## config.mk

```make
export PLATFORM = sky130hd
export DESIGN_NAME = datapath
export DESIGN_NICKNAME = d
export VERILOG_FILES = /design/src/rtl/datapath.sv
export SDC_FILE = /design/constraint.sdc
export NUM_CORES = 1
export LEC_CHECK = 0
export ABC_AREA = 1
export CORE_MARGIN = 10
export CORE_UTILIZATION = 28
export CTS_BUF_LIST = sky130_fd_sc_hd__clkbuf_4
export DETAILED_ROUTE_END_ITERATION = 10
export MAX_ROUTING_LAYER = met4
export SYNTH_ARGS = -nofsm -noshare
export SYNTH_HDL_FRONTEND = slang
export SYNTH_SLANG_ARGS = --single-unit
```

## constraint.sdc

```tcl
create_clock -name clk -period 8.2 [get_ports clk]
set_clock_uncertainty 0.2 [all_clocks]
set_input_delay 1.23 -clock clk [delete_from_list [all_inputs] [get_ports clk]]
set_output_delay 1.23 -clock clk [all_outputs]
set_load 0.02 [all_outputs]
```

## src/rtl/datapath.sv

```systemverilog
// 8-bit datapath: 16x8 register file (r0 hardwired to zero) with two
// asynchronous read ports feeding an 8-operation combinational ALU.
module datapath (
   input  logic       clk,
   input  logic       rst,
   input  logic       alu_en,
   input  logic [2:0] alu_opcode,
   input  logic [7:0] user_write_data,
   input  logic [3:0] write_addr,
   input  logic [3:0] ra_addr,
   input  logic [3:0] rb_addr,
   input  logic       write_en,
   output logic [7:0] read_a,
   output logic [7:0] read_b,
   output logic       alu_zero,
   output logic       alu_carry
);

   typedef enum logic [2:0] {
      OP_ADD = 3'b000,
      OP_SUB = 3'b001,
      OP_AND = 3'b010,
      OP_OR  = 3'b011,
      OP_XOR = 3'b100,
      OP_NOT = 3'b101,
      OP_SHL = 3'b110,
      OP_SHR = 3'b111
   } alu_op_e;

   logic [7:0] regs_q [16];
   logic [7:0] regs_d [16];
   logic [7:0] alu_result;
   logic [7:0] write_data;
   logic [8:0] sum9;
   logic [8:0] diff9;

   assign read_a = regs_q[ra_addr];
   assign read_b = regs_q[rb_addr];

   // diff9[8] is the borrow: set exactly when read_a < read_b unsigned.
   assign sum9  = {1'b0, read_a} + {1'b0, read_b};
   assign diff9 = {1'b0, read_a} - {1'b0, read_b};

   always_comb begin
      alu_result = 8'h00;
      alu_carry  = 1'b0;
      case (alu_op_e'(alu_opcode))
         OP_ADD: begin
            alu_result = sum9[7:0];
            alu_carry  = sum9[8];
         end
         OP_SUB: begin
            alu_result = diff9[7:0];
            alu_carry  = diff9[8];
         end
         OP_AND: alu_result = read_a & read_b;
         OP_OR:  alu_result = read_a | read_b;
         OP_XOR: alu_result = read_a ^ read_b;
         OP_NOT: alu_result = ~read_a;
         OP_SHL: begin
            alu_result = {read_a[6:0], 1'b0};
            alu_carry  = read_a[7];
         end
         OP_SHR: begin
            alu_result = {1'b0, read_a[7:1]};
            alu_carry  = read_a[0];
         end
         default: ;
      endcase
   end

   assign alu_zero   = (alu_result == 8'h00);
   assign write_data = alu_en ? alu_result : user_write_data;

   always_comb begin
      regs_d = regs_q;
      if (write_en && (write_addr != 4'd0)) begin
         regs_d[write_addr] = write_data;
      end
      // r0 is pinned to zero so reads of it need no special-case mux.
      regs_d[0] = 8'h00;
   end

   // NOTE: the register array is reset because clearing every entry is part
   // of the block's visible behaviour, not just a convenience for simulation.
   always_ff @(posedge clk or negedge rst) begin
      if (!rst) begin
         for (int i = 0; i < 16; i++) begin
            regs_q[i] <= 8'h00;
         end
      end else begin
         // NOTE: non-blocking so every register samples pre-edge values.
         regs_q <= regs_d;
      end
   end

endmodule

```

# Yosys cells after proc, flatten, opt, wreduce, memory -nomap -nowiden
# Cells that the tools add are included.
[totals]
romBits = 0
latch_bits = 0
in_bits = 27
memories = 0
reg_bits = 120
ram_bits = 0
wordCells = 52
[op_classes]
reduce_logical = 5
n_mul = 0
n_lt_le_gt_ge = 4
n_bitwise = 7
mux = 12
n_shift = 0
div = 0
add_sub_neg = 2
eq_ne = 7
[ops]
columns = ["op", "count"]
rows = [
  ["bitwise mux 128 bit", 1],
  ["binary-select mux 8 bit (select 4 bit)", 2],
  ["one-hot mux 8 bit (8 select lines)", 1],
  ["two-way mux 8 bit", 6],
  ["demux 8 bit (select 4 bit)", 1],
  ["greater-or-equal comparator 5 bit (second input constant)", 3],
  ["NOT 4 -> 5 bit", 3],
  ["equality test 3 bit (second input constant)", 4],
  ["adder 8 x 8 -> 9 bit", 1],
  ["subtractor 8 x 8 -> 9 bit", 1],
  ["bitwise AND 8 bit", 1],
  ["logical NOT 8 bit", 1],
  ["NOT 8 bit", 1],
  ["bitwise OR 8 bit", 1],
  ["XOR 8 bit", 1],
  ["equality test 3 x 2 -> 1 bit (second input constant)", 2],
  ["less-than comparator 5 x 1 -> 1 bit (second input constant)", 1],
  ["one-hot mux 1 bit (4 select lines)", 1],
  ["nonzero test 4 bit", 1],
  ["equality test 3 x 1 -> 1 bit (second input constant)", 1],
  ["logical NOT 3 bit", 1],
  ["logical AND 1 bit", 2],
]

# Longest topological paths before layout
[depth]
depth_word = 8
depth_mapped = 25
mapped_depth_nobuf = 22

# Worst setup path before layout
# OpenSTA, ideal clock, no wires.
[synth_timing]
kind = "input to output"
startpoint = "in rb_addr[0]"
endpoint = "out alu_zero"
stages = 21
path_slack_ns = 2.779
arrival_ns = 3.991
n_path_buf = 3
t_required_ns = 6.770
path_cell_list = "clkbuf_1 -> clkbuf_1 -> o21ai_0 -> o21ai_0 -> nand3_1 -> nand2_1 -> inv_1 -> ha_1 -> buf_2 -> inv_1 -> a21oi_1 -> nand2_1 -> nand2_1 -> nand2_1 -> nand2_1 -> nand3_1 -> nand3_1 -> nand3_1 -> nor2_1 -> nand2_1 -> nor2_1"
[synth_between]
elab_chain_len = 7
elab_cells_between_ends = 11
classes_between = "2 x add/sub; 4 x mux; 4 x bitwise; 1 x reduce/logical"
[synth_rtl]
columns = ["element", "line_no", "rtl"]
rows = [
  ["start: declaration", "11", "input logic [3:0] rb_addr,"],
  ["NOT 4 -> 5 bit (implied by the code) (*)", "38", "assign read_b = regs_q[rb_addr];"],
  ["binary-select mux 8 bit (select 4 bit) (*)", "38", ""],
  ["two-way mux 8 bit (implied by the code) (*) (2 in series)", "38", ""],
  ["via read_b[2]", "14", "output logic [7:0] read_b,"],
  ["subtractor 8 x 8 -> 9 bit, or another cell as far along", "42", "assign diff9 = {1'b0, read_a} - {1'b0, read_b};"],
  ["one-hot mux 8 bit (8 select lines) (*)", "47", "case (alu_op_e'(alu_opcode))"],
  ["logical NOT 8 bit (*)", "72", "assign alu_zero = (alu_result == 8'h00);"],
  ["end: declaration", "15", "output logic alu_zero,"],
]
# The timed path passes the listed nets; every way through them passes the cells marked *. The select of a mux whose other input is x is not followed.

# Final worst setup path
[layout_timing]
startpoint = "in rb_addr[1]"
endpoint = "out alu_zero"
[layout_between]
elab_chain_len = 7
elab_cells_between_ends = 11
classes_between = "2 x add/sub; 4 x mux; 4 x bitwise; 1 x reduce/logical"
[layout_rtl]
columns = ["element", "line_no"]
rows = [
  ["NOT 4 -> 5 bit (implied by the code) (*)", "38"],
  ["binary-select mux 8 bit (select 4 bit) (*)", "38"],
  ["two-way mux 8 bit (implied by the code) (*) (2 in series)", "38"],
  ["subtractor 8 x 8 -> 9 bit, or another cell as far along", "42"],
  ["one-hot mux 8 bit (8 select lines) (*)", "47"],
  ["logical NOT 8 bit (*)", "72"],
]
# Mark *: on every way between the ends. The rest lies on a longest branch, timed or not. The select of a mux whose other input is x is not followed.

==> metrics <==
status=completed; CTS root buf=clkbuf_4; DRC marker count from the first detailed-route iteration=around 1.1k; top-area cell type share of the netlist area=0.345; DP Cell Count=1744; CTS buffer count=17; R2R Setup Slk=~4.3 ns; Mapped Nets=1410; crit start category=input pin; share of layout cells above drive strength 1=0.0595; via total after detailed routing=9053; Setup TNS=0 ns; post-route antenna net violation count=0; most flop-heavy register=regs_q; Post-Synth Adder-Cell Area=0.0391; mux contribution to synthesized area=0; Via-to-Cell Ratio=5.10; CP max-delay cell=inv_1; diode count=0; RR Endpoint=regs_q[61]; Worst-path clk slew=0.10 ns; first-pass GRT wire length=50400 um; PwrDens=about 200 nW/um^2; GPL Wtd Cong=approximately 0.95; Critical path buffers and inverters=5; Min-Delay Path Depth=2; path depth of the worst reg2reg path=19; RSZ-0062 raised after global routing=false; core area=between 30000 and 40000 um^2; post-route clock period utilization=0.875; Design Area, Final=9590 um^2; hold path start=regs_q[54]; drt wl/cell=between 15 and 20 um; H-tree depth=4; Mapped Area=8700 um^2; gr ovfl total=0; io pins=45; Total Routed Length=32800 um; worst slew pin tran=1.14 ns; synthesis-to-layout area growth=10.3%; Synth Instances=1357; Rows=64; minimum clock period=about 7 ns; HP Class=reg -> reg; worst-path cell chain=clkdlybuf4s50_1, inv_1, a21oi_1, o21ai_0, nand3_1, nand3_1, nand2_1, ha_1, fa_1, inv_1, nand3_1, nand2_1, nand2_1, nand3_1, nand3_1, inv_1, nand2_1, nor2_1, nor2_1, nor2_1, nand2_1, nor2_1, clkdlybuf4s50_1; largest net degree at the start of global routing=between 70 and 80; vias in the first global route=8386; setup bufs post-CTS=0; XOR/XNOR Fraction of Synth Area=0.00403; top-count cell post-synth=nand2_1; reg2reg start=regs_q[10]; yosys warns=0; Die Ht=196 um; antenna violations before repair=0; maximum clock rate=approximately 140 MHz; EDFF count, synth=0; Main synth FF type=dfrtp_1; syn_area_per_cell=around 6.4 um^2; IO Port Bufs=44; largest family of logic cells by synthesized area=simple AND/OR/NAND/NOR gates; Clock Tree Buf Depth=2; fillers=between 3k and 4k; Layout Cells excl Fill=1774; Final nets=1420; Synth Area in Simple Gates=0.390; Max transition margin=0.232; max FFs per register=120; Initial Utilization=0.284; Die Wd=about 200 um; Setup CP Type=in -> out; max_cap viols=0; CTS tree=done; ranking of synthesized cells by area=dfrtp_1 35%, nand2_1 20%, nand3_1 12%; peak supply drop=0.0643 mV; Max FO, Critical Path=23; Seq/Total Area, Yosys=0.345; WP data required=about 6.8 ns; drt pass-1 iters=5; Seq cells post-synth=120; CP peak stage delay=0.73 ns; DR DRC count=0; Worst setup EP type=primary output; CTS hold repair buffers=0; hold path endpoint=regs_q[54]; Synth area leader=dfrtp_1; count of endpoints failing setup in the final report=0; compound-cell area share of the yosys netlist=0.105; sinks on the clock net=120; Crit path max-delay family=buffers and inverters; top post-synthesis cells by count=454 x nand2_1, 210 x nand3_1, 156 x inv_1; Top Registers=regs_q x120; Fin. Hold Viols=0; Synth async-reset ratio=1.00; area of the die=38500 um^2; WP data arrival=5.74 ns; clock latency on the worst-skew pair=approximately 0.58 ns; max-slew violations=0; DP Area=9340 um^2; HPWL after detailed placement=between 20000 and 25000 um; post_cts resized=0; Leak=0.00490 uW; Tot GR Track Use=0.171; synth unique cells=35
-- report_power, final --
part	switching, uW	internal, uW	total, uW	leakage (uW)
Combinational	478	236	715	0.00322
Clock	234	184	418	0.000138
Sequential	115	728	842	0.00154
-- final cells by class --
cell class              count  area [um^2]  area share
repair buffers             53          495      0.0517
flip-flops and latches    120         3000       0.313
inverters                 176          661      0.0689
multi-input cells         999         4680       0.488
well taps                 396          495      0.0517
clock inverters            10          106      0.0111
clock buffers              20          150      0.0157
-- metal layers --
layer  vias to the layer above  share of wire  track usage
li1                       4331              -            -
met1                      4313           0.46        0.229
met2                       358           0.44        0.252
met3                        51          0.080       0.0423
met4                         0          0.022       0.0481
met5                         -              0            -
-- placed cells by master, fill, tap and decap left out --
| cell | Yosys | layout |
|---|---|---|
| clkinv_1 | 15 | 16 |
| bufinv_16 | 0 | 2 |
| fa_1 | 2 | 2 |
| nor2_1 | 79 | 79 |
| nand4_1 | 5 | 5 |
| o2111ai_1 | 1 | 1 |
| nor3_2 | 1 | 1 |
| o22ai_1 | 5 | 5 |
| nor3_1 | 8 | 8 |
| buf_4 | 6 | 10 |
| clkinvlp_4 | 0 | 3 |
| or2_2 | 5 | 5 |
| dfrtp_1 | 120 | 120 |
| nand2_2 | 20 | 20 |
| a21oi_1 | 67 | 67 |
| xor2_1 | 4 | 4 |
| o21ai_4 | 1 | 1 |
| o211ai_1 | 1 | 1 |
| o221ai_1 | 1 | 1 |
| nand3_2 | 4 | 4 |
| nand2_1 | 454 | 454 |
| inv_2 | 5 | 5 |
| nor2_2 | 2 | 2 |
| nand3_1 | 210 | 210 |
| nor2_4 | 1 | 1 |
| o21a_1 | 1 | 1 |
| a31oi_1 | 1 | 1 |
| buf_2 | 17 | 2 |
| inv_1 | 156 | 156 |
| ha_1 | 24 | 24 |
| o21ai_0 | 78 | 78 |
| clkinv_2 | 0 | 4 |
| nand4_2 | 2 | 2 |
| clkbuf_4 | 0 | 20 |
| nor3b_1 | 2 | 2 |
| o21ai_1 | 20 | 20 |
| clkdlybuf4s50_1 | 0 | 41 |
-- worst min-delay path, stage by stage (launching register included) --
cell and delay, ns:
dfrtp_1 0.35, nand2_1 0.06, nand2_1 0.05
-- logic make-up after synthesis --
| logic type | after synthesis |
|---|---|
| flops | 120 |
| buf+inv | 238 |
| fa+ha+maj | 26 |
| compound gates | 176 |
| simple gates | 793 |
| xor+xnor | 4 |
-- worst max-delay path by stage --
stage	from	end	slack (ns)	cells past startpoint
CTS	rb_addr[1]	alu_zero	1.04	21
finish	rb_addr[1]	alu_zero	1.03	23
floorplan	rb_addr[0]	alu_zero	2.78	21
detailed placement	rb_addr[1]	alu_zero	1.05	21
global route	rb_addr[1]	alu_zero	0.64	23
global placement	rb_addr[1]	alu_zero	1.09	21
-- metrics by stage --
stage          total power [uW]  setup WS (ns)   util  hold slack (ns)
6_report                   1970           1.03  0.314            0.289
5_1_grt                    2120          0.636  0.314            0.312
4_1_cts                    1970           1.04  0.314            0.293
3_5_place_dp               1550           1.05  0.305            0.267
3_3_place_gp               1550           1.09  0.305            0.265
2_1_floorplan              1300           2.78      -            0.249
Power figures use the tool's default switching activity.
